File: config.mk
export PLATFORM = sky130hd
export DESIGN_NAME = decode_stage
export DESIGN_NICKNAME = d
export VERILOG_FILES = /design/src/rtl/decode_stage.sv
export SDC_FILE = /design/constraint.sdc
export NUM_CORES = 1
export LEC_CHECK = 0
export ABC_AREA = 1
export BUFFER_PORTS_ARGS = -buffer_cell sky130_fd_sc_hd__buf_2
export CAP_MARGIN = 20
export CORE_ASPECT_RATIO = 1.5
export CORE_MARGIN = 10
export CORE_UTILIZATION = 45
export CTS_CLUSTER_DIAMETER = 150
export DETAILED_ROUTE_END_ITERATION = 12
export PLACE_DENSITY = 0.68
export SYNTH_ARGS = -nofsm -noshare
export SYNTH_HDL_FRONTEND = slang
export SYNTH_SLANG_ARGS = --single-unit
File: constraint.sdc
create_clock -name clk -period 1.95 [get_ports clk]
set_clock_uncertainty 0.05 [all_clocks]
set_input_delay 0.0975 -clock clk [delete_from_list [all_inputs] [get_ports clk]]
set_output_delay 0.0975 -clock clk [all_outputs]
set_load 0.02 [all_outputs]
File: src/rtl/decode_stage.sv
// RV64I+Zba decode: combinational field/immediate decode into a registered main+skid buffer.
// Latency 1; in_ready is a flop, so out_ready never reaches in_ready combinationally.
module decode_stage #(
  parameter int XLEN       = 64,
  parameter bit ENABLE_ZBA = 1'b1
) (
  input  logic            clk,
  input  logic            rst_n,
  input  logic            flush,
  input  logic            in_valid,
  output logic            in_ready,
  input  logic [31:0]     in_instr,
  input  logic [XLEN-1:0] in_pc,
  output logic            out_valid,
  input  logic            out_ready,
  output logic [XLEN-1:0] out_pc,
  output logic [6:0]      out_opcode,
  output logic [4:0]      out_rd,
  output logic [4:0]      out_rs1,
  output logic [4:0]      out_rs2,
  output logic [2:0]      out_funct3,
  output logic [6:0]      out_funct7,
  output logic [XLEN-1:0] out_imm,
  output logic [2:0]      out_fmt,
  output logic            out_uses_rs1,
  output logic            out_uses_rs2,
  output logic            out_writes_rd,
  output logic [1:0]      out_zba_sh,
  output logic            out_zba_uw,
  output logic            out_illegal
);

  localparam bit RV64 = (XLEN == 64);

  localparam logic [6:0] OP_LUI    = 7'b0110111;
  localparam logic [6:0] OP_AUIPC  = 7'b0010111;
  localparam logic [6:0] OP_JAL    = 7'b1101111;
  localparam logic [6:0] OP_JALR   = 7'b1100111;
  localparam logic [6:0] OP_BRANCH = 7'b1100011;
  localparam logic [6:0] OP_LOAD   = 7'b0000011;
  localparam logic [6:0] OP_STORE  = 7'b0100011;
  localparam logic [6:0] OP_IMM    = 7'b0010011;
  localparam logic [6:0] OP_OP     = 7'b0110011;
  localparam logic [6:0] OP_IMM32  = 7'b0011011;
  localparam logic [6:0] OP_OP32   = 7'b0111011;

  typedef enum logic [2:0] {
    FMT_R = 3'd0, FMT_I = 3'd1, FMT_S = 3'd2, FMT_B = 3'd3,
    FMT_U = 3'd4, FMT_J = 3'd5, FMT_NONE = 3'd7
  } fmt_e;

  typedef enum logic [1:0] {S_EMPTY, S_ONE, S_FULL} state_e;

  typedef struct packed {
    logic [XLEN-1:0] pc;
    logic [31:0]     instr;
    logic [XLEN-1:0] imm;
    fmt_e            fmt;
    logic            uses_rs1;
    logic            uses_rs2;
    logic            writes_rd;
    logic [1:0]      zba_sh;
    logic            zba_uw;
    logic            illegal;
  } bundle_t;

  bundle_t    dec_d, main_q, skid_q;
  state_e     state_q;
  logic       in_ready_q, out_valid_q;
  logic       push, pop;

  logic [6:0]  op, f7;
  logic [2:0]  f3;
  logic        legal, base_rr, zba_sh_enc, zba_add_uw, slli_uw;
  fmt_e        fmt;
  logic [63:0] imm64;

  assign op = in_instr[6:0];
  assign f3 = in_instr[14:12];
  assign f7 = in_instr[31:25];

  // sub/sra are the only funct7=0100000 ops; Zba encodings are gated by the parameter here.
  assign base_rr    = (f7 == 7'b0000000) || (f7 == 7'b0100000 && (f3 == 3'b000 || f3 == 3'b101));
  assign zba_sh_enc = ENABLE_ZBA && (f7 == 7'b0010000) && (f3 == 3'b010 || f3 == 3'b100 || f3 == 3'b110);
  assign zba_add_uw = ENABLE_ZBA && (f7 == 7'b0000100) && (f3 == 3'b000);
  assign slli_uw    = (f3 == 3'b001) && (in_instr[31:26] == 6'b000010);

  always_comb begin
    legal = 1'b0;
    fmt   = FMT_NONE;
    case (op)
      OP_LUI, OP_AUIPC: begin legal = 1'b1; fmt = FMT_U; end
      OP_JAL:    begin legal = 1'b1; fmt = FMT_J; end
      OP_JALR:   begin legal = (f3 == 3'b000); fmt = FMT_I; end
      OP_BRANCH: begin legal = (f3 != 3'b010) && (f3 != 3'b011); fmt = FMT_B; end
      OP_LOAD:   begin legal = (f3 != 3'b111) && (RV64 || (f3 != 3'b011 && f3 != 3'b110)); fmt = FMT_I; end
      OP_STORE:  begin legal = (f3 <= 3'b010) || (f3 == 3'b011 && RV64); fmt = FMT_S; end
      OP_IMM:    begin legal = 1'b1; fmt = FMT_I; end
      OP_IMM32:  begin legal = RV64 && (!slli_uw || ENABLE_ZBA); fmt = FMT_I; end
      OP_OP:     begin legal = base_rr || zba_sh_enc; fmt = FMT_R; end
      OP_OP32:   begin legal = RV64 && (base_rr || zba_sh_enc || zba_add_uw); fmt = FMT_R; end
      default:   begin legal = 1'b0; fmt = FMT_NONE; end
    endcase
    if (!legal || in_instr[1:0] != 2'b11) fmt = FMT_NONE;

    imm64 = '0;
    case (fmt)
      FMT_I:   imm64 = {{52{in_instr[31]}}, in_instr[31:20]};
      FMT_S:   imm64 = {{52{in_instr[31]}}, in_instr[31:25], in_instr[11:7]};
      FMT_B:   imm64 = {{51{in_instr[31]}}, in_instr[31], in_instr[7], in_instr[30:25], in_instr[11:8], 1'b0};
      FMT_U:   imm64 = {{32{in_instr[31]}}, in_instr[31:12], 12'b0};
      FMT_J:   imm64 = {{43{in_instr[31]}}, in_instr[31], in_instr[19:12], in_instr[20], in_instr[30:21], 1'b0};
      default: imm64 = '0;
    endcase

    dec_d           = '0;
    dec_d.pc        = in_pc;
    dec_d.instr     = in_instr;
    dec_d.imm       = imm64[XLEN-1:0];
    dec_d.fmt       = fmt;
    dec_d.illegal   = (fmt == FMT_NONE);
    dec_d.uses_rs1  = (fmt == FMT_R) || (fmt == FMT_I) || (fmt == FMT_S) || (fmt == FMT_B);
    dec_d.uses_rs2  = (fmt == FMT_R) || (fmt == FMT_S) || (fmt == FMT_B);
    dec_d.writes_rd = ((fmt == FMT_R) || (fmt == FMT_I) || (fmt == FMT_U) || (fmt == FMT_J))
                      && (in_instr[11:7] != 5'd0);
    dec_d.zba_sh    = (fmt == FMT_R && zba_sh_enc) ? f3[2:1] : 2'd0;
    dec_d.zba_uw    = (fmt == FMT_R && op == OP_OP32 && (zba_sh_enc || zba_add_uw))
                      || (fmt == FMT_I && op == OP_IMM32 && slli_uw && ENABLE_ZBA);
  end

  assign push = in_valid && in_ready_q;
  assign pop  = out_valid_q && out_ready;

  always_ff @(posedge clk or negedge rst_n) begin
    if (!rst_n) begin
      state_q     <= S_EMPTY;
      in_ready_q  <= 1'b1;
      out_valid_q <= 1'b0;
      main_q      <= '0;
      skid_q      <= '0;
    end else if (flush) begin
      state_q     <= S_EMPTY;
      in_ready_q  <= 1'b1;
      out_valid_q <= 1'b0;
    end else begin
      case (state_q)
        S_EMPTY: if (push) begin
          main_q      <= dec_d;
          out_valid_q <= 1'b1;
          state_q     <= S_ONE;
        end
        S_ONE: begin
          if (push && pop) begin
            main_q <= dec_d;
          end else if (push) begin
            skid_q     <= dec_d;
            in_ready_q <= 1'b0;
            state_q    <= S_FULL;
          end else if (pop) begin
            out_valid_q <= 1'b0;
            state_q     <= S_EMPTY;
          end
        end
        S_FULL: if (pop) begin
          main_q     <= skid_q;
          in_ready_q <= 1'b1;
          state_q    <= S_ONE;
        end
        default: begin
          state_q     <= S_EMPTY;
          in_ready_q  <= 1'b1;
          out_valid_q <= 1'b0;
        end
      endcase
    end
  end

  assign in_ready      = in_ready_q;
  assign out_valid     = out_valid_q;
  assign out_pc        = main_q.pc;
  assign out_opcode    = main_q.instr[6:0];
  assign out_rd        = main_q.instr[11:7];
  assign out_funct3    = main_q.instr[14:12];
  assign out_rs1       = main_q.instr[19:15];
  assign out_rs2       = main_q.instr[24:20];
  assign out_funct7    = main_q.instr[31:25];
  assign out_imm       = main_q.imm;
  assign out_fmt       = main_q.fmt;
  assign out_uses_rs1  = main_q.uses_rs1;
  assign out_uses_rs2  = main_q.uses_rs2;
  assign out_writes_rd = main_q.writes_rd;
  assign out_zba_sh    = main_q.zba_sh;
  assign out_zba_uw    = main_q.zba_uw;
  assign out_illegal   = main_q.illegal;

endmodule

==> results of run 1 <==
==> critical path, cell delays in order <==
cell,delay [ps]
dlygate4sd3_1,550
buf_2,150
inv_1,90
nand3_2,120
nor2_1,130
nand3_1,100
nand3_2,100
nand2_2,70
nand2_4,90
nand2_2,80
nor2_4,240
buf_12,150
nand3_4,120
nand2_1,90
nand2_1,40
o21ai_0,70
==> state kept, by name, summed over array words and instances, names as in the netlist <==
register and flops:
out_valid 1, out_rs1 5, out_rd 5, out_funct3 3
in_ready 1, out_fmt 3, out_zba_sh 2, out_funct7 7
out_opcode 7, out_illegal 1, out_uses_rs2 1, out_imm 32
out_pc 64, out_zba_uw 1, state_q 2, out_rs2 5
out_writes_rd 1, skid_q 138, out_uses_rs1 1
==> cell families (layout without fill, tap and decap cells) <==
logic type / Yosys count / after routing / share of synthesized area
other: 0 / 3 / 0
and+or+nand+nor: 657 / 658 / 0.206
buffers and inverters: 274 / 629 / 0.0915
AOI/OAI and AO/OA: 392 / 392 / 0.157
muxes: 1 / 1 / 0.000778
DFF: 280 / 280 / 0.545
==> path summary, 6_finish.rpt <==
path,from,end,slack (ps)
worst min register to register,out_imm[23],out_imm[23],420
worst max-delay path,in_instr[12],skid_q[26],60
worst max register to register,in_ready,out_uses_rs2,90
worst min-delay path,rst_n,skid_q[92],5
max in group asynchronous,rst_n,out_imm[62],1090
min in group clk,in_valid,out_valid,60
==> routing by layer <==
layer	routed length, µm	vias up	track usage
met3	2370	98	0.0340
met2	20400	395	0.357
li1	-	5779	-
met5	0	-	0
met1	15600	5605	0.244
met4	1630	0	0.0845
==> synthesized netlist by cell type, drive strengths merged, types with 2 or more instances <==
library cell	n	area (µm²)
o21ai	335	1680
nand3b	4	30.0
o2111ai	2	17.5
a21oi	41	209
nor2	67	277
nand2	516	1960
nand4	15	93.8
o211ai	2	15.0
inv	145	544
clkbuf	75	282
nand3	46	248
dfrtp	279	6980
nor3	8	40.0
buf	54	352
a2bb2oi	3	26.3
==> through the flow <==
step	power (mW)	cells	instance area [µm²]	setup TNS, ps
floorplan	15.6	1604	12900	0
global placement	18.4	2141	14600	0
detailed placement	18.7	2141	14600	-200
CTS	25.1	2291	16700	-0.00799
global route	27.0	2308	17100	-1280
finish	25.3	2309	17100	0
==> final cells by class <==
type	count	area share
Multi-Input combinational cell	1051	0.283
Timing Repair Buffer	435	0.189
Clock inverter	17	0.0175
Inverter	145	0.0330
Clock buffer	32	0.0428
Tap cell	346	0.0253
Antenna cell	3	0.000438
Sequential cell	280	0.409
==> repair_timing <==
action                     CTS  global route
hold buffers               100             0
hold endpoints to repair   509             0
gates resized for setup      1            56
gates cloned                 1             7
setup endpoints to repair    2           285
pin swaps                    0             8
setup buffers                0             9
==> power by group through the flow <==
stage | Clock, mW | Combinational, mW | Sequential [mW]
2_1_floorplan | 0 | 4.52 | 11.1
3_3_place_gp | 0 | 8.90 | 9.54
3_5_place_dp | 0 | 9.05 | 9.61
4_1_cts | 6.20 | 9.34 | 9.54
5_1_grt | 6.40 | 10.7 | 9.84
6_report | 6.06 | 9.63 | 9.57
==> cell usage in the layout (no fill, tap or decap), types with 2 or more instances in the layout <==
master	count
inv_2	8
buf_4	39
nor2_1	53
bufinv_16	8
nand3_1	35
nand2_2	5
clkbuf_16	33
nand3_2	10
a21oi_1	40
o21ai_1	7
diode_2	3
nor3_1	6
inv_4	2
a2bb2oi_1	3
buf_2	268
dlygate4sd3_1	99
buf_12	11
o211ai_1	2
o2111ai_1	2
inv_1	133
o21ai_0	327
nand2_4	6
clkbuf_8	4
buf_16	7
nand2_1	505
nand4_1	15
clkinv_2	4
clkinvlp_4	4
nor2_2	9
dfrtp_1	277
nand3_4	2
buf_6	2
nor3_2	2
dfrtp_2	2
nor2_4	5
nand3b_1	4
clkinv_4	2
==> out/results.ini, run 1 <==
[power_and_ir_drop]
power.density_nw_per_um2 = 1470
power_switching_mw = 9.94
combPwrFrac = 0.381
p_int_mw = 15.3
vdd_drop_max_mv = 0.679
seq_power_share = 0.379
power.share.clock = 0.240
power.leakage_nw = 8.88
p_sw_frac = 0.394

[die]
fp.dieH_um = 227
ios = 273
die_area_um2 = 35900
initial_utilization = 0.459
coreArea_um2 = 28100
rows = 75
die_x_um = 158

[yosys]
synth_edf_count = 0
ys_ff_latch = 280
syn_area_um2 = 12900
async_flop_share = 1.00
syn-instance-count = 1604
ys_warn_count = 0
synth_flop_cell = dfrtp_1
syn_area_per_cell_um2 = 8.02
synth-seq-area-share = 0.545
synth.distinct_cells = 39
synth_nets = 1705

[detailed_routing]
drt_iter0_drc = 863
drc = 0
wl_per_cell_um = 17.3
num_vias = 11900
vias_per_cell = 5.14
dr.pass1.iters = 6
finalWirelength_um = 40000
ant_nets = 0

[setup_path]
cp-start-kind = primary input
crit_type = in2reg
end_kind = flop
worst-endpoint-required_ps = 2370
reg2reg_depth = 8
crit_arrival_ps = 2300
critical_path_peak_fanout = 9

[layout]
synthToLayoutAreaGrowth_pct = 33.2
nets = 2041
seq_area_um2 = 7010
drive_gt1_frac = 0.226
fillers = 2393
finish.utilization = 0.611
multi_input_area_um2 = 4850

[global_route]
antenna_found_initial = 3
grt_pass1_wl_um = 60000
grt_overflow_total = 0
grt_usage = 0.205
grt_max_degree = 100
grt_pass1_vias = 11400

[sta]
final_max_slew_viol_count = 0
whs_ps = 5.39
worst_slack_ps = 61.5
grt_setup_unrepaired = yes
worstMarginPinSlew_ps = 600
fmax_mhz = 530
period_needed_ps = 1890
hold_violations = 0
fin_crit_sh = 0.968
relSlewSlack = 0.595
finalSetupViolations = 0

[placement]
hpwl_um = 25000
place_ws_ps = -66.1
place_congestion = 0.848
portBuffers = 272

[outcome]
status = finished, final reports clean

[min_path]
hp-class = in2async

[clock_network]
insertion_delay_ps = 550
cts.path.max_buffers = 3
ctsRootBufferMaster = clkbuf_16
path_clk_slew_ps = 70
clkSinkCount = 280
cts_buffers = 27
cts_tree = built
htreeDepth = 1

[run]
cap_violations = 0

No activity file was read; power rests on OpenSTA's default activity.
==> inputs of run 2 (changes only) <==
--- a/config.mk
+++ b/config.mk
@@ -13,7 +13,7 @@
 export CORE_UTILIZATION = 45
 export CTS_CLUSTER_DIAMETER = 150
 export DETAILED_ROUTE_END_ITERATION = 12
-export PLACE_DENSITY = 0.68
+export PLACE_DENSITY = 0.73
 export SYNTH_ARGS = -nofsm -noshare
 export SYNTH_HDL_FRONTEND = slang
 export SYNTH_SLANG_ARGS = --single-unit
==> run 2 against run 1 <==
Sequential share of layout area up 0.23 points. Clock-buffer cell count up 9. Worst setup slack better by 16 ps. Non-clock buffer count up 10. Critical path type unchanged. Wire length up 2.3%. Utilization down 0.36 points.
==> out/results.ini, run 2 (same netlist as run 1, synthesis figures left out) <==
[outcome]
status = finished, final reports clean  ; unchanged

[detailed_routing]
drc = 0  ; unchanged
wl_per_cell_um = 17.7  ; was 17.3 µm
drt_iter0_drc = 906  ; was 863
dr.pass1.iters = 7  ; was 6
finalWirelength_um = 40900  ; was 40000 µm
num_vias = 12200  ; was 11.9k
ant_nets = 0  ; unchanged
vias_per_cell = 5.25  ; was 5.14

[layout]
fin_area_um2 = 17000  ; was 17100 µm²
layout_common_cells = 506 x nand2_1, 332 x o21ai_0, 279 x dfrtp_1, 271 x buf_2, 134 x inv_1  ; was 505 x nand2_1, 327 x o21ai_0, 277 x dfrtp_1, 268 x buf_2, 133 x inv_1
largest_reg_flops = 138  ; unchanged
drive_gt1_frac = 0.213  ; was 0.226
nets = 2051  ; was 2041
mostFrequentLayoutCell = nand2_1  ; unchanged
largest-register = skid_q  ; unchanged
synthToLayoutAreaGrowth_pct = 32.4  ; was 33.2%
antenna_cells = 0  ; was 3

[setup_path]
timing.rr.start = in_ready  ; unchanged
crit_type = in2reg  ; unchanged
cp_common_cell = nand3_1
critical_path_peak_fanout = 8  ; was 9
critPathSlowestCell = dlygate4sd3_1  ; unchanged
end_kind = flop  ; unchanged
crit_arrival_ps = 2300  ; about the same
crit_chain = buf_2, inv_2, nor2_1, nand3_1, nand3_1, nor2_1, a21oi_2, nand2_2, nor2_4, nand3_1, nand2_1, dlygate4sd3_1, nand2_1, o21ai_1  ; was dlygate4sd3_1, buf_2, inv_1, nand3_2, nor2_1, nand3_1, nand3_2, nand2_2, nand2_4, nand2_2, nor2_4, buf_12, nand3_4, nand2_1, nand2_1, o21ai_0
cpPeakStageDelay_ps = 540  ; was 550 ps
worst-endpoint-required_ps = 2370  ; about the same
reg2reg_depth = 7  ; was 8
cp-start-kind = primary input  ; unchanged
worst_r2r_endpoint = out_pc[34]  ; was out_uses_rs2
r2r_setup_slack_ps = 110  ; was 90 ps

[clock_network]
clkSinkCount = 280  ; unchanged
ctsRootBufferMaster = clkbuf_16  ; unchanged
htreeDepth = 1  ; unchanged
insertion_delay_ps = 550  ; about the same
path_clk_slew_ps = 60  ; was 70 ps
cts_tree = built  ; unchanged
cts_buffers = 28  ; was 27
cts.path.max_buffers = 3  ; unchanged

[placement]
place_area_um2 = 14600  ; about the same
place_congestion = 0.904  ; was 0.848
portBuffers = 272  ; unchanged
hpwl_um = 25400  ; was 25000 µm

[min_path]
hp-class = in2reg  ; was in2async
worst_hold_path.endpoint = skid_q[1]
min-delay-start = in_instr[5]
hold_depth = 6

[sta]
period_needed_ps = 1870  ; was 1890 ps
whs_ps = 24.6  ; was 5.39 ps
worstMarginPinSlew_ps = 630  ; was 600 ps
fin_crit_sh = 0.960  ; was 0.968
final_max_slew_viol_count = 0  ; unchanged
relSlewSlack = 0.575  ; was 0.595
fmax_mhz = 534  ; was 530 MHz
hold_violations = 0  ; unchanged
finalSetupViolations = 0  ; unchanged

[die]
rows = 75  ; unchanged
initial_utilization = 0.459  ; unchanged
fp.dieH_um = 227  ; unchanged
ios = 273  ; unchanged
coreArea_um2 = 28100  ; unchanged
die_area_um2 = 35900  ; unchanged
die_x_um = 158  ; unchanged

[global_route]
grt_usage = 0.206  ; was 0.205
antenna_found_initial = 2  ; was 3
grt_overflow_total = 0  ; unchanged
grt_pass1_wl_um = 60400  ; was 60000 µm
grt_max_degree = 162  ; was 100
grt_pass1_vias = 11700  ; was 11.4k

[power_and_ir_drop]
power.leakage_nw = 8.84  ; was 8.88 nW
vdd_drop_max_mv = 0.681  ; was 0.679 mV
power.density_nw_per_um2 = 1480  ; was 1470 nW/µm²

[run]
cap_violations = 0  ; unchanged

[run 2: report_power, final]
part           total, mW  switching (mW)  internal [mW]  leakage [nW]
combinational       9.83            6.61           3.22          4.78
sequential          9.46            1.11           8.35          3.55
clock               5.93            2.29           3.64         0.504
[run 2: layout make-up]
class / instances / area [µm²]
clock buffer: 41 / 841
sequential: 280 / 7010
fill: 2371 / 11000
multi-input combinational: 1050 / 4740
timing repair buffer: 445 / 3290
inverter: 145 / 556
clock inverter: 10 / 179
tap: 346 / 433
[run 2: worst max-delay path by stage]
stage	startpoint	endpoint	cells past startpoint
finish	in_instr[4]	skid_q[10]	14
CTS	in_ready	out_pc[34]	6
global route	in_instr[3]	skid_q[22]	14
floorplan	in_ready	out_imm[21]	8
detailed placement	in_instr[1]	out_imm[10]	12
global placement	in_instr[1]	out_imm[10]	12
[run 2: what timing repair did]
item / CTS / global route
gates cloned: 0 / 9
setup buffers: 0 / 2
gates resized for setup: 3 / 15
setup endpoints to repair: 2 / 159
endpoints found under the hold margin: 508 / 0
hold buffers: 111 / 0
[run 2: per-layer routing]
metal  GRT usage  vias to the layer above  wire length, µm
li1            -                     5814                -
met1       0.243                     5777            15800
met2       0.351                      469            20400
met3      0.0412                       98             2900
met4       0.101                        4             1790
met5           0                        -               27
[run 2: critical path: cells and delay by family]
kind,cells,cell delay (ps)
AND/OR/NAND/NOR,9,1210
AO/OA/AOI/OAI,2,240
buffers and inverters,3,730
[run 2: per-stage QoR]
| stage | utilization | worst slack (ps) | std cells | setup TNS (ps) | power (mW) |
|---|---|---|---|---|---|
| after floorplan | - | 152 | 1604 | 0 | 15.6 |
| after global placement | 0.520 | -235 | 2144 | -1020 | 18.4 |
| after detailed placement | 0.520 | -317 | 2144 | -1890 | 18.7 |
| after CTS | 0.597 | 31.0 | 2306 | 0 | 24.9 |
| after global routing | 0.607 | -7.13 | 2317 | -9.77 | 26.9 |
| final | 0.607 | 77.2 | 2317 | 0 | 25.2 |
